--- src/rtl/ascon_reg_pkg.sv ---
// rtl/ascon_reg_pkg.sv - shared types, register map and FSM states for the ASCON register master
package ascon_reg_pkg;

  localparam int          ASCON_NUM_STATE_WORDS = 10;
  localparam logic [31:0] ASCON_STATUS_OFFSET   = 32'h28;

  typedef enum logic [2:0] {
    S_IDLE,
    S_WR_STATE,
    S_WR_START,
    S_WAIT_DONE,
    S_WR_CLEAR,
    S_RD_STATE,
    S_RESP
  } master_state_e;

  typedef struct packed {
    logic [31:0] addr;
    logic        write;
    logic [31:0] wdata;
    logic [3:0]  wstrb;
    logic        valid;
  } ascon_reg_req_t;

  typedef struct packed {
    logic [31:0] rdata;
    logic        error;
    logic        ready;
  } ascon_reg_rsp_t;

  function automatic logic [31:0] ASCON_STATE_OFFSET(input logic [3:0] w);
    return {26'd0, w, 2'b00};
  endfunction

  // Even words carry the low half of a lane, odd words the high half.
  function automatic logic [31:0] ascon_state_word(input logic [4:0][63:0] st,
                                                   input logic [3:0]       w);
    return w[0] ? st[w[3:1]][63:32] : st[w[3:1]][31:0];
  endfunction

endpackage

--- src/rtl/ascon_reg_xfer.sv ---
// rtl/ascon_reg_xfer.sv - single register-bus transfer engine; holds the request until ready
module ascon_reg_xfer #(
  parameter type reg_req_t = ascon_reg_pkg::ascon_reg_req_t,
  parameter type reg_rsp_t = ascon_reg_pkg::ascon_reg_rsp_t
) (
  input  logic        i_clk,
  input  logic        i_rst_n,
  input  logic        i_start,
  input  logic        i_write,
  input  logic [31:0] i_addr,
  input  logic [31:0] i_wdata,
  output logic        o_done,
  output logic [31:0] o_rdata,
  output logic        o_error,
  output reg_req_t    o_reg_req,
  input  reg_rsp_t    i_reg_rsp
);

  logic        r_valid;
  logic        r_write;
  logic [31:0] r_addr;
  logic [31:0] r_wdata;

  assign o_done  = r_valid & i_reg_rsp.ready;
  assign o_rdata = i_reg_rsp.rdata;
  assign o_error = o_done & i_reg_rsp.error;

  // A start in the completing cycle loads the next request for the following cycle.
  always_ff @(posedge i_clk or negedge i_rst_n) begin
    if (!i_rst_n) begin
      r_valid <= 1'b0;
      r_write <= 1'b0;
      r_addr  <= 32'h0;
      r_wdata <= 32'h0;
    end else if (i_start) begin
      r_valid <= 1'b1;
      r_write <= i_write;
      r_addr  <= i_addr;
      r_wdata <= i_wdata;
    end else if (o_done) begin
      r_valid <= 1'b0;
    end
  end

  always_comb begin
    o_reg_req       = '0;
    o_reg_req.addr  = r_addr;
    o_reg_req.write = r_write;
    o_reg_req.wdata = r_wdata;
    o_reg_req.wstrb = 4'hF;
    o_reg_req.valid = r_valid;
  end

endmodule

--- src/rtl/ascon_reg_master.sv ---
// rtl/ascon_reg_master.sv - sequences one ASCON permutation job over the accelerator register bus
module ascon_reg_master
  import ascon_reg_pkg::*;
#(
  parameter logic [31:0] BASE_ADDR      = 32'h0,
  parameter int unsigned TIMEOUT_CYCLES = 4096,
  parameter type         reg_req_t      = ascon_reg_req_t,
  parameter type         reg_rsp_t      = ascon_reg_rsp_t
) (
  input  logic             clk_i,
  input  logic             rst_n_i,
  input  logic             cmd_valid_i,
  output logic             cmd_ready_o,
  input  logic [4:0][63:0] cmd_state_i,
  output logic             rsp_valid_o,
  input  logic             rsp_ready_i,
  output logic [4:0][63:0] rsp_state_o,
  output logic             rsp_error_o,
  output logic             busy_o,
  input  logic             finished_i,
  output reg_req_t         reg_req_o,
  input  reg_rsp_t         reg_rsp_i
);

  localparam int TW = (TIMEOUT_CYCLES > 1) ? $clog2(TIMEOUT_CYCLES) : 1;

  master_state_e    r_state, w_next_state;
  logic [3:0]       r_widx, w_next_widx;
  logic [TW-1:0]    r_tmo;
  logic             r_done_flag;
  logic             r_err;
  logic             r_cmd_ready;
  logic [4:0][63:0] r_job;
  logic [4:0][63:0] r_rsp_state;

  logic        w_accept;
  logic        w_done_seen;
  logic        w_last;
  logic        w_timeout;
  logic [3:0]  w_widx_inc;
  logic        w_issue;
  logic        w_issue_wr;
  logic [31:0] w_issue_addr;
  logic [31:0] w_issue_data;
  logic        w_xfer_done;
  logic        w_xfer_err;
  logic [31:0] w_xfer_rdata;

  assign w_accept    = cmd_valid_i & r_cmd_ready;
  assign w_done_seen = r_done_flag | finished_i;
  assign w_last      = (r_widx == 4'(ASCON_NUM_STATE_WORDS - 1));
  assign w_widx_inc  = r_widx + 4'd1;

  assign cmd_ready_o = r_cmd_ready;
  assign rsp_valid_o = (r_state == S_RESP);
  assign rsp_state_o = r_rsp_state;
  assign rsp_error_o = r_err;
  assign busy_o      = (r_state != S_IDLE);

  ascon_reg_xfer #(
    .reg_req_t (reg_req_t),
    .reg_rsp_t (reg_rsp_t)
  ) u_xfer (
    .i_clk     (clk_i),
    .i_rst_n   (rst_n_i),
    .i_start   (w_issue),
    .i_write   (w_issue_wr),
    .i_addr    (w_issue_addr),
    .i_wdata   (w_issue_data),
    .o_done    (w_xfer_done),
    .o_rdata   (w_xfer_rdata),
    .o_error   (w_xfer_err),
    .o_reg_req (reg_req_o),
    .i_reg_rsp (reg_rsp_i)
  );

  // Default issue is the STATUS=0 clear write; states override for other transfers.
  always_comb begin
    w_next_state = r_state;
    w_next_widx  = r_widx;
    w_issue      = 1'b0;
    w_issue_wr   = 1'b1;
    w_issue_addr = BASE_ADDR + ASCON_STATUS_OFFSET;
    w_issue_data = 32'h0;
    w_timeout    = 1'b0;
    unique case (r_state)
      S_IDLE: begin
        if (w_accept) begin
          w_issue      = 1'b1;
          w_issue_addr = BASE_ADDR + ASCON_STATE_OFFSET(4'd0);
          w_issue_data = ascon_state_word(cmd_state_i, 4'd0);
          w_next_widx  = 4'd0;
          w_next_state = S_WR_STATE;
        end
      end
      S_WR_STATE: begin
        if (w_xfer_done) begin
          w_issue = 1'b1;
          if (w_xfer_err) begin
            w_next_state = S_WR_CLEAR;
          end else if (w_last) begin
            w_issue_data = 32'h1;
            w_next_state = S_WR_START;
          end else begin
            w_next_widx  = w_widx_inc;
            w_issue_addr = BASE_ADDR + ASCON_STATE_OFFSET(w_widx_inc);
            w_issue_data = ascon_state_word(r_job, w_widx_inc);
          end
        end
      end
      S_WR_START: begin
        if (w_xfer_done) begin
          if (w_xfer_err || w_done_seen) begin
            w_issue      = 1'b1;
            w_next_state = S_WR_CLEAR;
          end else begin
            w_next_state = S_WAIT_DONE;
          end
        end
      end
      S_WAIT_DONE: begin
        if (w_done_seen) begin
          w_issue      = 1'b1;
          w_next_state = S_WR_CLEAR;
        end else if (r_tmo == TW'(TIMEOUT_CYCLES - 1)) begin
          w_issue      = 1'b1;
          w_timeout    = 1'b1;
          w_next_state = S_WR_CLEAR;
        end
      end
      S_WR_CLEAR: begin
        if (w_xfer_done) begin
          if (r_err || w_xfer_err) begin
            w_next_state = S_RESP;
          end else begin
            w_issue      = 1'b1;
            w_issue_wr   = 1'b0;
            w_issue_addr = BASE_ADDR + ASCON_STATE_OFFSET(4'd0);
            w_next_widx  = 4'd0;
            w_next_state = S_RD_STATE;
          end
        end
      end
      S_RD_STATE: begin
        if (w_xfer_done) begin
          if (w_xfer_err) begin
            w_issue      = 1'b1;
            w_next_state = S_WR_CLEAR;
          end else if (w_last) begin
            w_next_state = S_RESP;
          end else begin
            w_issue      = 1'b1;
            w_issue_wr   = 1'b0;
            w_issue_addr = BASE_ADDR + ASCON_STATE_OFFSET(w_widx_inc);
            w_next_widx  = w_widx_inc;
          end
        end
      end
      S_RESP: begin
        if (rsp_ready_i) w_next_state = S_IDLE;
      end
      default: w_next_state = S_IDLE;
    endcase
  end

  always_ff @(posedge clk_i or negedge rst_n_i) begin
    if (!rst_n_i) begin
      r_state     <= S_IDLE;
      r_widx      <= 4'd0;
      r_tmo       <= '0;
      r_done_flag <= 1'b0;
      r_err       <= 1'b0;
      r_cmd_ready <= 1'b0;
      r_job       <= '0;
      r_rsp_state <= '0;
    end else begin
      r_state     <= w_next_state;
      r_widx      <= w_next_widx;
      r_cmd_ready <= (w_next_state == S_IDLE);
      if (r_state == S_WR_START) begin
        r_tmo <= '0;
      end else if (r_state == S_WAIT_DONE) begin
        r_tmo <= r_tmo + TW'(1);
      end
      if (w_accept) begin
        r_job       <= cmd_state_i;
        r_err       <= 1'b0;
        r_done_flag <= 1'b0;
        r_rsp_state <= '0;
      end else begin
        // Completion pulses before the start write cannot belong to this job.
        if (finished_i && !(r_state inside {S_IDLE, S_WR_STATE})) r_done_flag <= 1'b1;
        if (w_xfer_err || w_timeout) r_err <= 1'b1;
        if (r_state == S_RD_STATE && w_xfer_done && !w_xfer_err) begin
          r_rsp_state[r_widx[3:1]][{r_widx[0], 5'd0} +: 32] <= w_xfer_rdata;
        end
      end
    end
  end

endmodule

--- config.mk ---
export PLATFORM = sky130hd
export DESIGN_NAME = ascon_reg_master
export DESIGN_NICKNAME = d
export VERILOG_FILES = /design/src/rtl/ascon_reg_pkg.sv /design/src/rtl/ascon_reg_xfer.sv /design/src/rtl/ascon_reg_master.sv
export SDC_FILE = /design/constraint.sdc
export NUM_CORES = 1
export LEC_CHECK = 0
export CORE_AREA = 5 5 292 294
export CTS_CLUSTER_DIAMETER = 80
export DETAILED_ROUTE_END_ITERATION = 10
export DIE_AREA = 0 0 297 299
export SYNTH_ARGS = -nofsm -noshare
export SYNTH_HDL_FRONTEND = slang
export SYNTH_SLANG_ARGS = --single-unit
--- constraint.sdc ---
create_clock -name clk_i -period 3.26 [get_ports clk_i]
set_input_delay 0.652 -clock clk_i [delete_from_list [all_inputs] [get_ports clk_i]]
set_output_delay 0.652 -clock clk_i [all_outputs]
set_load 0.01 [all_outputs]
After elaboration in Yosys (flattened, before gate mapping)
Cells that the tools add are included.
{"block": "word_totals", "register_bits": 728, "latchBits": 0, "ram_bits": 0, "romBits": 0, "input_bits": 359, "out_inout_bits": 394, "memories": 0}
{"block": "classes", "addsub": 3, "n_mul": 0, "n_div": 0, "n_lt_le_gt_ge": 3, "n_eq_ne": 14, "n_shift": 2, "muxes": 70, "bitwise_logic": 4, "n_reduce_logical": 21}
{"cell": "$mux 320", "count": 2}
{"cell": "$bwmux 320", "count": 1}
{"cell": "$mux 32", "count": 7}
{"cell": "$bmux 64 s3", "count": 1}
{"cell": "$demux 64 s3", "count": 1}
{"cell": "$mux 64", "count": 2}
{"cell": "$pmux 32 s3", "count": 1}
{"cell": "$pmux 32 s2", "count": 1}
{"cell": "$shift 32x8->64 const A", "count": 1}
{"cell": "$shiftx 32x8->64", "count": 1}
{"cell": "$mux 3", "count": 13}
{"cell": "$mux 1", "count": 24}
{"cell": "$mux 12", "count": 2}
{"cell": "$mux 4", "count": 6}
{"cell": "$mux 6", "count": 4}
{"cell": "$pmux 3 s7", "count": 1}
{"cell": "$add 12x1->12 const B", "count": 1}
{"cell": "$eq 12x12->1 const B", "count": 1}
{"cell": "$pmux 4 s3", "count": 1}
{"cell": "$reduce_bool 2->1", "count": 6}
{"cell": "$eq 3x3->1 const B", "count": 3}
{"cell": "$lt 3x4->1 const B", "count": 2}
{"cell": "$ne 2x2->1 const B", "count": 4}
{"cell": "$neg 6->8", "count": 1}
{"cell": "other kinds (18)", "count": 30}

Longest topological paths before layout
{"block": "depth", "word_depth": 8, "ltp_mapped": 10}

Modules after synthesis
Synthesis repeated with hierarchy kept, for this count alone.
{"block": "hier_totals", "cells_unflattened": 3402, "hier_area_um2": 31961.9}
{"mod": "ascon_reg_master", "instances": 1, "cells_per_inst": 3221, "area_each_um2": 29052.9, "seq_area_each_um2": 16565.9}
{"mod": "ascon_reg_xfer", "instances": 1, "cells_per_inst": 181, "area_each_um2": 2909.0, "seq_area_each_um2": 1651.6}

Worst setup path before layout
No wires, ideal clock.
{"block": "synth_path", "path_type": "register -> register", "startpoint": "register r_widx[1]", "endpoint": "register u_xfer.r_wdata[29]", "setup_time_ns": 0.124, "arrival_ns": 2.384, "required_ns": 3.136, "setup_slack_ns": 0.752, "stages_incl_launch_ff": 11, "synth_period_minus_slack_ns": 2.508, "path_cell_list": "dfrtp_1 > buf_2 > inv_1 > ha_1 > clkbuf_1 > buf_2 > clkbuf_1 > mux4_2 > mux2i_1 > o22ai_1 > a211o_1"}
{"block": "synth_via", "elab_chain_len": 8, "word_cells_on_any_way": 13, "classes_between": "add/sub: 1; eq/ne: 1; mux: 11"}
{"item": "start: declaration", "line_no": "ascon_reg_master.sv:28", "source": "logic [3:0] r_widx, w_next_widx;"}
{"item": "start signal: assignment", "line_no": "ascon_reg_master.sv:178", "source": "r_widx <= w_next_widx;"}
{"item": "$add 4x1->4", "line_no": "ascon_reg_master.sv:52", "source": "assign w_widx_inc = r_widx + 4'd1;"}
{"item": "$bmux 64 s3", "line_no": "ascon_reg_pkg.sv:38", "source": "return w[0] ? st[w[3:1]][63:32] : st[w[3:1]][31:0];"}
{"item": "$mux 64 (not written as such)", "line_no": "ascon_reg_pkg.sv:38"}
{"item": "$mux 32", "line_no": "ascon_reg_pkg.sv:38"}
{"item": "$mux 32", "line_no": "ascon_reg_master.sv:101", "source": "end else if (w_last) begin"}
{"item": "$mux 32", "line_no": "ascon_reg_master.sv:99", "source": "if (w_xfer_err) begin"}
{"item": "$mux 32", "line_no": "ascon_reg_master.sv:97", "source": "if (w_xfer_done) begin"}
{"item": "$pmux 32 s2", "line_no": "ascon_reg_master.sv:86", "source": "unique case (r_state)"}
{"item": "end signal: assignment", "line_no": "ascon_reg_xfer.sv:39", "source": "r_wdata <= i_wdata;"}
{"item": "end: declaration", "line_no": "ascon_reg_xfer.sv:22", "source": "logic [31:0] r_wdata;"}
Parallel ways exist; a longest one is shown, timed or not. The select of a mux whose other input is x is not followed.
A chain may end at the register's enable or synchronous reset.

Worst setup path in the final report
{"block": "layout_path", "startpoint": "register r_state[0]", "endpoint": "output port busy_o"}
{"block": "layout_via", "elab_chain_len": 1}
{"item": "start: declaration", "line_no": "ascon_reg_master.sv:27", "source": "master_state_e r_state, w_next_state;"}
{"item": "start signal: assignment", "line_no": "ascon_reg_master.sv:177", "source": "r_state <= w_next_state;"}
{"item": "$reduce_bool 3->1", "line_no": "ascon_reg_master.sv:58", "source": "assign busy_o = (r_state != S_IDLE);"}
{"item": "end: declaration", "line_no": "ascon_reg_master.sv:19", "source": "output logic busy_o,"}
No other way between the ends.

==> impl_metrics.json <==
{
  "cts-resized-gates": 0,
  "final_nets": 4317,
  "yosysSeqAreaShare_pct": 57.9,
  "final_max_slew_viol_count": 0,
  "leakage_nw": 19.7,
  "dieArea_um2": 88800,
  "end_kind": "primary output",
  "yosys_register_bits": 700,
  "r2r_start": "r_widx[0]",
  "die_w_um": 297,
  "cts_root_buf": "clkbuf_16",
  "mostFrequentLayoutCells": "nand2_1 (1580), clkdlybuf4s50_1 (719), dfrtp_1 (699), a21oi_1 (274), clkbuf_16 (80)",
  "r2r_setup_slack_ps": 560,
  "final_core_util_pct": 50.6,
  "max_freq_mhz": 324,
  "worstHoldEndpoint": "r_job[64]",
  "grt_max_degree": 130,
  "start_kind": "flop",
  "skew_ps": 30.4,
  "cts.sinks": 700,
  "final_hold_viol_count": 0,
  "grt_overflow": 0,
  "drcViolationCount": 0,
  "coreArea_um2": 82600,
  "numCtsBuffers": 80,
  "die_height_um": 299,
  "drive_gt1_share_pct": 8.23,
  "worstPathMaxFanout": 18,
  "vdd_drop_max_v": 0.000477,
  "layout_commonest_cell": "nand2_1",
  "htree_levels": 3,
  "wire_per_inst_um": 22.9,
  "track_usage_pct": 25.6,
  "met3_length_um": 10700,
  "first_pass_iters": 5,
  "async_reset_ff_share_pct": 100,
  "critPathArrivalTime_ps": 2440,
  "post-cts-setup-buffer-count": 0,
  "fin_cells": 5121,
  "wl_met2_um": 55600,
  "antenna_found_initial": 43,
  "syn_area_per_cell_um2": 9.18,
  "power_density_nw_per_um2": 744,
  "netlist_area_um2": 30300,
  "tightest_slew_ps": 770,
  "cap_violations": 0,
  "clk-insertion-delay-late_ps": 640,
  "totalWireLength_um": 117000,
  "num_rows": 106,
  "cts_tree": "done",
  "ff2ff_path_depth": 6,
  "rsz0062_at_grt": "false",
  "drtIter0Drc": 1919,
  "ant_nets": 0,
  "yosys_warnings": 0,
  "met1_length_um": 45300,
  "grt_pass1_wl_um": 172000,
  "slew_headroom_pct": 48.5,
  "critPathKind": "flop to primary output",
  "fin_crit_sh_pct": 94.7,
  "synth_edf_count": 0,
  "cts_max_path_buffers": 3,
  "post-dp-hpwl_um": 85200,
  "grt_pass1_vias": 25800,
  "start_util_pct": 36.6,
  "outcome": "complete, no violations",
  "worstHoldPathCells": 2,
  "portBuffers": 720,
  "synthCells": 3297,
  "ys.flop_type": "dfrtp_1",
  "r2r-end": "u_xfer.r_wdata[31]",
  "ios": 753,
  "vias": 25800,
  "via_per_inst": 5.04,
  "hp-start": "r_job[64]",
  "setup_viol": 0,
  "top_layer": "met5",
  "post-route-min-period_ps": 3090,
  "worstPathRequired_ps": 2610,
  "hold_path.class": "flop to flop",
  "gp_congestion": 0.843,
  "area_growth_pct": 38.1,
  "synth.distinct_cells": 59,
  "path_clk_slew_ps": 60,
  "fin_tns_setup_ps": 0,
  "placedCellCount": 4952
}
-- worst max-delay path by stage --
stage	to	startpoint	slack (ps)	cells after the start
floorplan	u_xfer.r_wdata[29]	r_widx[1]	750	10
global placement	u_xfer.r_wdata[3]	cmd_valid_i	310	7
detailed placement	rsp_state_o[36]	reg_rsp_i[1]	290	8
CTS	busy_o	r_state[0]	160	3
global route	busy_o	r_state[0]	80	3
finish	busy_o	r_state[0]	170	3
-- critical path: stages, from the launching register on --
cell,delay [ps]
dfrtp_1,720
nor3_1,160
inv_1,310
clkdlybuf4s50_1,610
-- flip-flops by register name, summed over array words and instances, names as in the netlist, 3 cells and up --
signal and flops:
r_job 320, rsp_state_o 320, u_xfer.r_wdata 32, r_tmo 12, r_widx 4, u_xfer.r_addr 4, r_state 3
-- Yosys cell counts (all sizes together) (2+ instances only) --
cell type / instances / area share (%)
o22ai: 28 / 0.58
o32ai: 2 / 0.058
a21oi: 275 / 4.5
xnor2: 2 / 0.058
or2: 3 / 0.062
nand2b: 6 / 0.12
and2: 7 / 0.14
nor3: 11 / 0.29
or3: 4 / 0.083
nand3: 16 / 0.26
o22a: 3 / 0.087
mux2: 4 / 0.15
dfrtp: 700 / 58
mux4: 63 / 4.7
o221ai: 8 / 0.23
a22oi: 25 / 0.62
nand2: 1581 / 20
a21o: 2 / 0.050
a211o: 28 / 0.81
clkbuf: 184 / 2.3
o2bb2ai: 2 / 0.058
nor2: 72 / 0.89
nand3b: 2 / 0.050
inv: 11 / 0.14
conb: 2 / 0.025
mux2i: 61 / 2.0
and3: 4 / 0.083
or3b: 3 / 0.095
o21ai: 62 / 1.0
nand4: 4 / 0.083
ha: 3 / 0.12
nor4: 2 / 0.091
a22o: 2 / 0.058
buf: 99 / 2.1
nor2b: 2 / 0.041
-- area by class of cell --
type                    count  area [µm²]
clock buffers             112        2270
multi-input cells        2333       11600
well taps                1080        1350
repair buffers            829        8430
clock inverters            35         551
inverters                  11        41.3
diodes                     21        52.6
flip-flops and latches    700       17500
fillers                  7682       40800
-- per-layer routing --
| layer | up-vias | GRT usage, % |
|---|---|---|
| met5 | - | 0 |
| met4 | 40 | 11.8 |
| met3 | 233 | 8.50 |
| met2 | 1072 | 41.5 |
| met1 | 12500 | 31.1 |
| li1 | 12000 | - |
-- stage by stage --
| step | total power, mW | setup slack, ps | hold WS [ps] | instance area [µm²] |
|---|---|---|---|---|
| 2_1_floorplan | 17.2 | 752 | 356 | 30400 |
| 3_3_place_gp | 21.6 | 306 | 453 | 38900 |
| 3_5_place_dp | 21.8 | 291 | 457 | 38900 |
| 4_1_cts | 31.5 | 157 | 472 | 41700 |
| 5_1_grt | 32.8 | 77.0 | 482 | 41800 |
| 6_report | 31.1 | 172 | 467 | 41800 |
-- logic make-up after synthesis --
kind of cell / after synthesis / synth area share [%]
other: 2 / 0.0248
multiplexers: 128 / 6.85
adder cells (fa/ha/maj): 3 / 0.124
AND/OR/NAND/NOR: 1721 / 22.0
flip-flops: 700 / 57.9
XOR/XNOR: 3 / 0.0868
AO/OA/AOI/OAI: 446 / 8.45
buffers and inverters: 294 / 4.54
-- timing repair --
action                                  CTS  global route
endpoints found under the setup margin    0             0
hold endpoints to repair                 25             0
hold buffers                              1             0
-- power by group --
group | internal, mW | switching, mW | total (mW)
registers | 11.2 | 1.48 | 12.6
clock network | 5.72 | 3.87 | 9.59
logic | 4.38 | 4.50 | 8.88
Note: power is estimated with default switching activity, not from simulation.
